===== src/rtl/bus_arbiter.sv =====
// bus_arbiter: merges the core's instruction bus (ibus) and data bus (dbus)
// onto a single memory-side bus (cbus). It has one outstanding transaction at
// a time. dbus has priority. After MAX_D_RUN back-to-back dbus grants while
// ibus is waiting, ibus is granted next so that it cannot starve.
//
// Ports
//   clk, reset        : clock; synchronous active-high reset
//   ireq_* / iresp_*  : ibus request in, and accept/data responses out
//   dreq_* / dresp_*  : dbus request in, and accept/completion responses out
//   creq_*            : memory-side request out; creq_ready is the accept
//   cresp_*           : memory-side response in
module bus_arbiter #(
  parameter int MAX_D_RUN = 4,
  parameter int ADDR_W    = 64,
  parameter int DATA_W    = 64
) (
  input  logic              clk,
  input  logic              reset,
  input  logic              ireq_valid,
  input  logic [ADDR_W-1:0] ireq_addr,
  output logic              iresp_addr_ok,
  output logic              iresp_data_ok,
  output logic [31:0]       iresp_data,
  input  logic              dreq_valid,
  input  logic [ADDR_W-1:0] dreq_addr,
  input  logic [2:0]        dreq_size,
  input  logic [7:0]        dreq_strobe,
  input  logic [DATA_W-1:0] dreq_data,
  output logic              dresp_addr_ok,
  output logic              dresp_data_ok,
  output logic [DATA_W-1:0] dresp_data,
  output logic              creq_valid,
  output logic              creq_is_write,
  output logic [ADDR_W-1:0] creq_addr,
  output logic [2:0]        creq_size,
  output logic [7:0]        creq_strobe,
  output logic [DATA_W-1:0] creq_data,
  input  logic              creq_ready,
  input  logic              cresp_valid,
  input  logic [DATA_W-1:0] cresp_data
);

  typedef enum logic [1:0] {S_IDLE, S_ISSUE, S_WAIT} state_t;

  localparam int              RUN_W   = $clog2(MAX_D_RUN + 1);
  localparam logic [RUN_W-1:0] RUN_MAX = RUN_W'(MAX_D_RUN);

  state_t            state_q, state_d;
  logic              own_d_q, own_d_d;   // 1: dbus owns the transaction, 0: ibus
  logic [RUN_W-1:0]  d_run_q, d_run_d;   // consecutive D grants while I waited
  logic [ADDR_W-1:0] addr_q, addr_d;
  logic [2:0]        size_q, size_d;
  logic [7:0]        strobe_q, strobe_d;
  logic [DATA_W-1:0] data_q, data_d;
  logic              wr_q, wr_d;

  // State register
  always_ff @(posedge clk) begin
    if (reset) begin
      state_q  <= S_IDLE;
      own_d_q  <= 1'b0;
      d_run_q  <= '0;
      addr_q   <= '0;
      size_q   <= '0;
      strobe_q <= '0;
      data_q   <= '0;
      wr_q     <= 1'b0;
    end else begin
      state_q  <= state_d;
      own_d_q  <= own_d_d;
      d_run_q  <= d_run_d;
      addr_q   <= addr_d;
      size_q   <= size_d;
      strobe_q <= strobe_d;
      data_q   <= data_d;
      wr_q     <= wr_d;
    end
  end

  // Next-state logic. Requests are sampled only in IDLE, so the latched
  // request fields cannot change while the request is in flight.
  always_comb begin
    state_d  = state_q;
    own_d_d  = own_d_q;
    d_run_d  = d_run_q;
    addr_d   = addr_q;
    size_d   = size_q;
    strobe_d = strobe_q;
    data_d   = data_q;
    wr_d     = wr_q;
    case (state_q)
      S_IDLE: begin
        if (dreq_valid && !(ireq_valid && d_run_q == RUN_MAX)) begin
          state_d  = S_ISSUE;
          own_d_d  = 1'b1;
          addr_d   = dreq_addr;
          size_d   = dreq_size;
          strobe_d = dreq_strobe;
          data_d   = dreq_data;
          wr_d     = |dreq_strobe;
          // Count only the D grants that made a waiting I request wait longer.
          if (!ireq_valid)             d_run_d = '0;
          else if (d_run_q != RUN_MAX) d_run_d = d_run_q + 1'b1;
        end else if (ireq_valid) begin
          state_d  = S_ISSUE;
          own_d_d  = 1'b0;
          addr_d   = ireq_addr;
          size_d   = 3'd3;
          strobe_d = '0;
          data_d   = '0;
          wr_d     = 1'b0;
          d_run_d  = '0;
        end
      end
      S_ISSUE: if (creq_ready)  state_d = S_WAIT;
      S_WAIT:  if (cresp_valid) state_d = S_IDLE;
      default: state_d = S_IDLE;
    endcase
  end

  // Output logic
  always_comb begin
    creq_valid    = (state_q == S_ISSUE);
    creq_is_write = wr_q;
    creq_addr     = addr_q;
    creq_size     = size_q;
    creq_strobe   = strobe_q;
    creq_data     = data_q;

    iresp_addr_ok = (state_q == S_ISSUE) && creq_ready && !own_d_q;
    dresp_addr_ok = (state_q == S_ISSUE) && creq_ready &&  own_d_q;
    iresp_data_ok = (state_q == S_WAIT) && cresp_valid && !own_d_q;
    dresp_data_ok = (state_q == S_WAIT) && cresp_valid &&  own_d_q;

    // Response data is zero in every cycle that has no data_ok pulse.
    // An ibus fetch returns the 32-bit half selected by address bit 2.
    iresp_data = '0;
    dresp_data = '0;
    if (iresp_data_ok) iresp_data = addr_q[2] ? cresp_data[63:32] : cresp_data[31:0];
    if (dresp_data_ok) dresp_data = cresp_data;
  end

endmodule

===== config.mk =====
export PLATFORM = sky130hd
export DESIGN_NAME = bus_arbiter
export DESIGN_NICKNAME = d
export VERILOG_FILES = /design/src/rtl/bus_arbiter.sv
export SDC_FILE = /design/constraint.sdc
export NUM_CORES = 1
export LEC_CHECK = 0
export BUFFER_PORTS_ARGS = -buffer_cell sky130_fd_sc_hd__buf_2
export CAP_MARGIN = 20
export CORE_AREA = 2 2 202 204
export CTS_BUF_LIST = sky130_fd_sc_hd__clkbuf_8 sky130_fd_sc_hd__clkbuf_16
export DETAILED_ROUTE_END_ITERATION = 16
export DIE_AREA = 0 0 204 206
export PLACE_DENSITY_LB_ADDON = 0.15
export SLEW_MARGIN = 30
export SYNTH_ARGS = -nofsm -noshare
export SYNTH_HDL_FRONTEND = slang
export SYNTH_SLANG_ARGS = --single-unit

===== constraint.sdc =====
create_clock -name clk -period 1.8 [get_ports clk]
set_input_delay 0.36 -clock clk [delete_from_list [all_inputs] [get_ports clk]]
set_output_delay 0.36 -clock clk [all_outputs]
set_load 0.05 [all_outputs]

# ---- After elaboration in Yosys (flattened, before gate mapping)
# Cells that the tools add are included.
dict set report op_classes {
  n_addsub 1
  n_eq_ne 8
  mux 23
  n_reduce_logical 16
}
# operator n
set ops {}
lappend ops {{64-bit two-way mux} 5}
lappend ops {{32-bit two-way mux} 2}
lappend ops {{3-bit two-way mux} 6}
lappend ops {{8-bit two-way mux} 2}
lappend ops {{1-bit logical AND} 8}
lappend ops {{2-bit two-way mux} 4}
lappend ops {{8-bit OR reduction} 1}
lappend ops {{3-bit inequality test (second input constant)} 2}
lappend ops {{2-bit one-hot mux with 3 select lines} 1}
lappend ops {{3-bit AND reduction} 2}
lappend ops {{3-bit by 1-bit adder with 3-bit output (second input constant)} 1}
lappend ops {{3-bit == test (second input constant)} 1}
lappend ops {{1-bit two-way mux} 3}
lappend ops {{3-bit by 2-bit inequality test with 1-bit output (second input constant)} 1}
lappend ops {{2-bit by 1-bit == test with 1-bit output (second input constant)} 1}
lappend ops {{2-bit == test (second input constant)} 1}
lappend ops {{1-bit logical NOT} 2}
lappend ops {{2-bit logical NOT} 1}
lappend ops {{2-bit by 1-bit inequality test with 1-bit output (second input constant)} 1}
lappend ops {{2-bit inequality test (second input constant)} 1}
lappend ops {{2-bit AND reduction} 1}
lappend ops {{2-bit nonzero test} 1}
dict set report word_totals {
  register_bits 146
  input_bits 273
}

# ---- Longest topological paths before layout
# Gate-level depths: netlist of run 1.
dict set report logic_depth {
  ltp_word 6
  mapped_depth 8
}

# ---- Least setup slack after synthesis of run 1
# Ideal clock, no wire load.
dict set report synth_path {
  path_type {register -> output}
  from {reg state_q[0]}
  to {out iresp_addr_ok}
  arrival_ps 1992
  t_required_ps 1440
  slack_ps -552
  path_stages_with_launch 4
  cell_sequence {dfxtp_1 nor2b_1 nand2_1 nor2_1}
}
dict set report synth_via {
  elab_chain_cells 3
}
# item line
set synth_rtl {}
lappend synth_rtl {{start, declared} 48} ;# state_t state_q, state_d;
lappend synth_rtl {{start signal, assigned} 69} ;# state_q <= state_d;
lappend synth_rtl {{2-bit by 1-bit == test with 1-bit output} -}
lappend synth_rtl {{net creq_valid} 32} ;# output logic creq_valid,
lappend synth_rtl {{1-bit logical AND (2 in a row)} 130} ;# iresp_addr_ok = (state_q == S_ISSUE) && creq_ready && !own_d_q;
lappend synth_rtl {{end, declared} 21} ;# output logic iresp_addr_ok,
# The timed path passes the listed nets, and every way through them passes these cells.

# ---- Final worst setup path of run 1
dict set report layout_path {
  from {reg state_q[1]}
  to {out dresp_data[61]}
}
dict set report layout_via {
  elab_chain_cells 4
}
# item line
set layout_rtl {}
lappend layout_rtl {{2-bit == test} 133} ;# dresp_data_ok = (state_q == S_WAIT) && cresp_valid && own_d_q;
lappend layout_rtl {{1-bit logical AND (2 in a row)} 133}
lappend layout_rtl {{64-bit two-way mux} 140} ;# if (dresp_data_ok) dresp_data = cresp_data;
lappend layout_rtl {{end, declared} 31} ;# output logic [DATA_W-1:0] dresp_data,
# Every way passes these cells.

==> run_results.csv, run 1 <==
group,metric,value,unit
run_status,status,"complete, but fails checks",
run_status,violations,"negative setup slack",
global_routing,grt_max_degree,47,
logic_synthesis,synth.top_cells.by_count,"175 x nor2_1, 146 x dfxtp_1, 74 x a22oi_1",
logic_synthesis,synth-seq-cells,146,
sta,period_minus_slack,2.051,ns
critical_path,setup.worst_path.end_class,"primary output",
placement,place.detailed.hpwl,23210,um
route,drc_errors_left,0,
route,via_per_inst,4.154,
power_and_ir_drop,pwr_density_cell,908.6,mW/mm^2
logic_synthesis,synth_enable_flop_cells,0,
sta,slew-limit-headroom,0.6992,
die,fp.dieArea,0.04202,sq mm
clock_tree,tritoncts.num_buffers,17,
placement,gp_congestion,0.8413,
logic_synthesis,yosysWarningCount,0,
clock_tree,clock_tree.buffer_depth,2,
sta,fin_worst_skew,0.01627,ns
route,via_count,7651,
critical_path,cpPeakStageDelay,0.33,ns
hold_path,holdPathEnd,"creq_data[50]$_SDFFE_PP0P_",
sta,fin_crit_sh,1.140,
route,ant_nets,0,
hold_path,hp-start,"dreq_data[50]",
sta,worstMarginPinSlew,0.4511,ns
critical_path,reg2reg_slack,0.16,ns
power_and_ir_drop,peakVddDrop,0.6473,mV
critical_path,worstReg2RegEnd,"creq_size[0]$_SDFFE_PP0P_",
sta,grt_setup_unrepaired,"yes",
die,fp.dieW,204,um
logic_synthesis,synthArstFlopShare,0,
route,routed_wire_length_per_instance,17.20,um
route,postRouteWirelength,31680,um
cells_and_area,layoutNonFillerInstCount,1842,
sta,final_hold_viol_count,0,
cells_and_area,final_core_util,0.2929,
logic_synthesis,synthDistinctLibCells,30,
critical_path,critical_path_required,1.44,ns
global_routing,grt_antenna_before_repair,1,
route,dr.first_iter.drc_count,406,
critical_path,cp_cell_sequence,"nor2b_4 -> and3_4 -> buf_16 -> and2_2 -> buf_6",
die,placement_rows,74,
flow_run,number_of_violations_of_the_max_capacitance_limit,0,
power_and_ir_drop,totalPowerFinal,10.69,mW
clock_tree,clk_root_buffer_cell,"clkbuf_16",
sta,clock.fmax,487.5,MHz
sta,report.final.slew_viol_count,0,
cells_and_area,syn_to_final_growth,80.36,%
logic_synthesis,synth.area.top_cells,"dfxtp_1 45%, nor2_1 10%, a22oi_1 8.5%",
die,core_region_area,0.04018,sq mm
die,io_pins,514,
critical_path,worstReg2RegStart,"d_run_q[0]$_SDFFE_PP0P_",
logic_synthesis,seq_total_area_yosys,0.4479,
clock_tree,clock_sinks,146,
global_routing,grt_pass1_vias,7692,
critical_path,critical_path.n_buffers_inverters,2,
cells_and_area,nNetsFinal,1571,
logic_synthesis,post-synth-top-area-fraction,0.4479,
global_routing,grt_usage,0.1442,
hold_path,type_of_the_worst_min_delay_path,"in -> reg",
logic_synthesis,postSynthCellCount,797,
critical_path,ff2ff_path_depth,8,
clock_tree,cts_tree,"built",
logic_synthesis,synthFlopType,"dfxtp_1",
clock_tree,path_clk_slew,0.07,ns
clock_tree,cts_hold_buf,0,
logic_synthesis,synth_area_per_cell,8.187,sq um
clock_tree,htree_num_levels,4,
logic_synthesis,synth_fp_nets,1072,
hold_path,timing.hold.worst_path_depth,3,
power_and_ir_drop,power.static_leakage,5.519,nW
critical_path,critPathLaunchType,"register",
global_routing,first_pass_grt_wire_length,46290,um
critical_path,worstPathArrival,1.69,ns
sta,report.final.setup_viol,98,
clock_tree,clkLatencyLatePin,0.45,ns
critical_path,worst_path_max_delay_cell,"dfxtp_2",
critical_path,worst-path-max-fanout,32,
critical_path,cp_top_family,"simple AND/OR/NAND/NOR gates",
cells_and_area,layout-drive-gt1-share,0.5355,
die,die_h,206,um
route,drt_first_pass_iters,6,
logic_synthesis,synth.most_common_cell,"nor2_1",
logic_synthesis,netlist_area,0.006525,sq mm
sta,setup_ws,-0.2512,ns
die,start_util,0.1624,
critical_path,worst-setup-path-type,"reg -> out",
placement,placement.io_buffers,513,
logic_synthesis,synth.largest_area_cell,"dfxtp_1",
global_routing,gr-total-overflow,0,
placement,place.detailed.instances,1803,
[layer usage]
layer	vias to the layer above	part of all wire	track usage
met2	307	0.49	0.2415
li1	3749	-	-
met3	25	0.083	0.04667
met4	2	0.014	0.04374
met5	-	0.00028	0
met1	3568	0.42	0.1757
[worst register-to-register path, delay by kind of cell, from the launching register on]
kind	cells	cell delay (ns)
buffers and inverters	3	0.38
AND/OR/NAND/NOR	4	0.55
adder cells (fa/ha/maj)	1	0.22
flip-flops	1	0.35
[how the worst max path moves through the flow]
stage | cells past startpoint | slack, ns | startpoint | end
floorplan | 3 | -0.03 | state_q[0]$_SDFFE_PP0P_ | iresp_addr_ok
global route | 5 | -0.34 | state_q[1]$_SDFFE_PP0P_ | dresp_data[37]
CTS | 5 | -0.28 | state_q[1]$_SDFFE_PP0P_ | dresp_data[8]
detailed placement | 5 | 0.06 | state_q[1]$_SDFFE_PP0P_ | dresp_data[43]
global placement | 5 | 0.09 | state_q[1]$_SDFFE_PP0P_ | iresp_data[20]
finish | 5 | -0.25 | state_q[1]$_SDFFE_PP0P_ | dresp_data[61]
[per-stage QoR]
stage | TNS [ns] | hold slack (ns) | worst slack, ns | area [sq um]
floorplan | -0.04493 | 0.4536 | -0.03259 | 6855
global placement | 0 | 0.4640 | 0.09303 | 10170
detailed placement | 0 | 0.4712 | 0.06142 | 10170
CTS | -25.40 | 0.1151 | -0.2795 | 11620
global route | -29.84 | 0.1315 | -0.3369 | 11770
finish | -20.71 | 0.1437 | -0.2512 | 11770
[power breakdown]
group          total, mW  switching [mW]  leakage [nW]  internal, mW
clock network       3.84            1.54         0.310          2.30
registers           3.68           0.157          1.21          3.52
logic               3.17            2.17          4.00          1.00
[repair_timing]
item,4_1_cts,5_1_grt
gates resized for setup,230,51
gates cloned,3,0
setup endpoints to repair,100,144
pin swaps,8,13
setup buffers,4,2
[registers in the layout, indices dropped and copies added, names as in the netlist]
signal,flops
creq_addr,64
own_d_q,1
creq_is_write,1
creq_data,64
creq_size,3
creq_strobe,8
d_run_q,3
state_q,2
[area by class of cell]
class                   instances  area, sq um
diodes                          1        2.502
clock buffers                  20        466.7
clock inverters                12        153.9
fillers                      4343        28410
inverters                       3        13.76
multi-input cells             573         3608
flip-flops and latches        146         2932
well taps                     532        665.6
repair buffers                555         3926
[kinds of logic (layout without fill, tap and decap cells)]
group,Yosys count,after routing,synth area share
buffers and inverters,78,590,0.06078
DFF,146,146,0.4479
and+or+nand+nor,328,328,0.2213
adders and majority gates,2,2,0.003834
muxes,32,32,0.04909
AOI/OAI and AO/OA,211,211,0.2171
other,0,1,0
[placed cells by master (no fill, tap or decap), types with 2 or more instances in the layout]
cell type,count
clkbuf_16,17
dfxtp_4,2
a22oi_1,74
nor4_1,2
clkinv_4,2
inv_6,3
nand2b_1,2
a211oi_1,62
buf_8,44
ha_1,2
buf_16,2
mux2i_2,5
buf_4,20
nor3_1,3
a211oi_2,2
nor2b_4,2
nand2_2,2
nor2_1,142
nor2_2,2
nor2b_1,2
inv_1,4
clkbuf_8,3
bufinv_16,3
buf_12,15
a21oi_1,69
nand2_1,67
mux2i_1,25
buf_6,62
and2_1,5
and2_2,59
mux2i_4,2
buf_2,412
dfxtp_1,143
nor2_4,32
No activity file was read; power rests on OpenSTA's default activity.
==> inputs of run 2 (changes only) <==
--- a/config.mk
+++ b/config.mk
@@ -5,6 +5,7 @@
 export SDC_FILE = /design/constraint.sdc
 export NUM_CORES = 1
 export LEC_CHECK = 0
+export ABC_AREA = 1
 export BUFFER_PORTS_ARGS = -buffer_cell sky130_fd_sc_hd__buf_2
 export CAP_MARGIN = 20
 export CORE_AREA = 2 2 202 204
==> run_results.csv, run 2 <==
group,metric,value,unit
run_status,status,"complete, but fails checks",
run_status,violations,"negative setup slack",
route,drc_errors_left,0,
critical_path,worst-setup-path-type,"reg -> out",
die,die_h,206,um
logic_synthesis,synth_fp_nets,1466,
global_routing,grt_max_degree,79,
sta,period_minus_slack,2.000,ns
clock_tree,cts_hold_buf,0,
cells_and_area,layout-drive-gt1-share,0.4438,
logic_synthesis,post-synth-top-area-fraction,0.4029,
sta,clock.fmax,499.9,MHz
die,start_util,0.1805,
cells_and_area,layoutNonFillerInstCount,2246,
cells_and_area,nNetsFinal,1970,
logic_synthesis,postSynthCellCount,1191,
global_routing,grt_antenna_before_repair,12,
die,fp.dieArea,0.04202,sq mm
critical_path,worst-path-max-fanout,12,
clock_tree,clkLatencyLatePin,0.43,ns
placement,post_dp_cell_area,0.01140,sq mm
die,io_pins,514,
cells_and_area,final_core_util,0.3317,
logic_synthesis,synth_enable_flop_cells,0,
power_and_ir_drop,power.static_leakage,6.844,nW
logic_synthesis,synthFlopType,"dfxtp_1",
route,ant_nets,0,
critical_path,worstSetupEndpoint,"iresp_data[25]",
clock_tree,clock_tree.buffer_depth,2,
route,via_per_inst,4.065,
logic_synthesis,synth.largest_area_cell,"dfxtp_1",
global_routing,gr-total-overflow,0,
critical_path,worstReg2RegStart,"state_q[0]$_SDFFE_PP0P_",
logic_synthesis,synth.area.top_cells,"dfxtp_1 40%, nand2_1 15%, nor2_1 14%",
hold_path,type_of_the_worst_min_delay_path,"in -> reg",
clock_tree,cts_tree,"built",
critical_path,worstPathArrival,1.64,ns
power_and_ir_drop,pwr_density_cell,806.8,mW/mm^2
placement,gp_congestion,0.8204,
route,postRouteWirelength,34390,um
critical_path,setup.worst_path.end_class,"primary output",
route,routed_wire_length_per_instance,15.31,um
critical_path,critPathLaunchType,"register",
hold_path,timing.hold.worst_path_depth,3,
logic_synthesis,synth_area_per_cell,6.091,sq um
placement,place.detailed.instances,2189,
sta,report.final.slew_viol_count,0,
logic_synthesis,yosysWarningCount,0,
clock_tree,clk_root_buffer_cell,"clkbuf_16",
cells_and_area,mostFrequentLayoutCells,"414 x buf_2, 288 x nand2_1, 154 x nor2_1",
cells_and_area,finish.instance_area,0.01333,sq mm
die,placement_rows,74,
cells_and_area,layout.cells.most_common,"buf_2",
route,via_count,9130,
logic_synthesis,synth.top_cells.by_count,"290 x nand2_1, 271 x nor2_1, 146 x dfxtp_1, 146 x inv_1, 131 x nand3_1",
cells_and_area,syn_to_final_growth,83.72,%
route,drt_first_pass_iters,4,
global_routing,grt_pass1_vias,8827,
sta,setup_ws,-0.2003,ns
sta,slew-limit-headroom,0.4976,
critical_path,ff2ff_path_depth,8,
sta,fin_worst_skew,0.01290,ns
global_routing,grt_usage,0.1560,
sta,final_hold_viol_count,0,
placement,placement.io_buffers,513,
critical_path,reg2reg_slack,0.12,ns
logic_synthesis,synthArstFlopShare,0,
global_routing,first_pass_grt_wire_length,50320,um
die,core_region_area,0.04018,sq mm
clock_tree,clock_sinks,146,
clock_tree,path_clk_slew,0.07,ns
clock_tree,htree_num_levels,4,
logic_synthesis,seq_total_area_yosys,0.4029,
die,fp.dieW,204,um
power_and_ir_drop,peakVddDrop,0.6421,mV
sta,worstMarginPinSlew,0.7536,ns
placement,place.detailed.hpwl,25390,um
flow_run,number_of_violations_of_the_max_capacitance_limit,0,
critical_path,critical_path.startpoint,"creq_addr[2]$_SDFFE_PP0P_",
logic_synthesis,synthDistinctLibCells,19,
logic_synthesis,synth-seq-cells,146,
sta,grt_setup_unrepaired,"yes",
hold_path,hp-start,"dreq_data[3]",
sta,fin_crit_sh,1.111,
logic_synthesis,synth.most_common_cell,"nand2_1",
sta,report.final.setup_viol,95,
logic_synthesis,netlist_area,0.007254,sq mm
critical_path,critical_path_required,1.44,ns
critical_path,worstReg2RegEnd,"creq_addr[41]$_SDFFE_PP0P_",
clock_tree,tritoncts.num_buffers,17,
route,dr.first_iter.drc_count,492,
-- run 2: worst min path at each step --
stage | to | slack, ns
2_1_floorplan | d_run_q[1]$_SDFFE_PP0P_ | 0.46
3_3_place_gp | creq_data[28]$_SDFFE_PP0P_ | 0.45
3_5_place_dp | creq_strobe[6]$_SDFFE_PP0P_ | 0.45
4_1_cts | creq_data[3]$_SDFFE_PP0P_ | 0.13
5_1_grt | creq_data[7]$_SDFFE_PP0P_ | 0.13
6_report | creq_data[3]$_SDFFE_PP0P_ | 0.16
-- run 2: routing by layer --
| layer | part of all wire | global-route usage |
|---|---|---|
| met2 | 0.50 | 0.2696 |
| met5 | 0.0024 | 0 |
| met4 | 0.017 | 0.04969 |
| met3 | 0.091 | 0.06213 |
| met1 | 0.39 | 0.1754 |
-- run 2: cell families after synthesis --
logic type | after synthesis | synth area share
AND/OR/NAND/NOR | 696 | 0.3843
adder cells (fa/ha/maj) | 2 | 0.003449
XOR/XNOR | 1 | 0.001208
flip-flops | 146 | 0.4029
buffers and inverters | 232 | 0.1295
AO/OA/AOI/OAI | 114 | 0.07865
-- run 2: critical path: stages (launching register included) --
cell and delay (ns):
dfxtp_4 0.35, buf_12 0.14, buf_12 0.13, buf_16 0.15, nor2_4 0.12, a21oi_2 0.05
nor2_4 0.10, buf_8 0.15
-- run 2: cell type report --
type | count | area, sq um
Tap cell | 532 | 665.6
Fill cell | 4398 | 26860
Inverter | 150 | 583.1
Clock buffer | 18 | 439.2
Sequential cell | 146 | 2933
Clock inverter | 14 | 137.6
Antenna cell | 6 | 15.01
Multi-Input combinational cell | 813 | 4363
Timing Repair Buffer | 567 | 4192
-- run 2: stage by stage --
| stage | setup TNS [ns] | total power [mW] | setup WS (ns) | hold WS (ns) |
|---|---|---|---|---|
| floorplan | -3.327 | 5.955 | -0.2356 | 0.4610 |
| global placement | -0.04838 | 7.026 | -0.02767 | 0.4498 |
| detailed placement | -0.005194 | 7.037 | -0.005194 | 0.4524 |
| CTS | -21.05 | 10.85 | -0.2768 | 0.1267 |
| global route | -22.13 | 11.37 | -0.2671 | 0.1348 |
| finish | -13.41 | 10.75 | -0.2003 | 0.1606 |
-- run 2: power by group --
| group | switching [mW] | leakage [nW] | internal [mW] |
|---|---|---|---|
| combinational | 2.45 | 5.34 | 1.08 |
| sequential | 0.142 | 1.21 | 3.53 |
| clock | 1.48 | 0.300 | 2.07 |
-- run 2: timing repair --
action	4_1_cts	5_1_grt
gates cloned	4	2
endpoints found under the setup margin	98	119
hold endpoints to repair	0	0
setup buffers	7	6
gates resized for setup	257	59
pin swaps	8	6
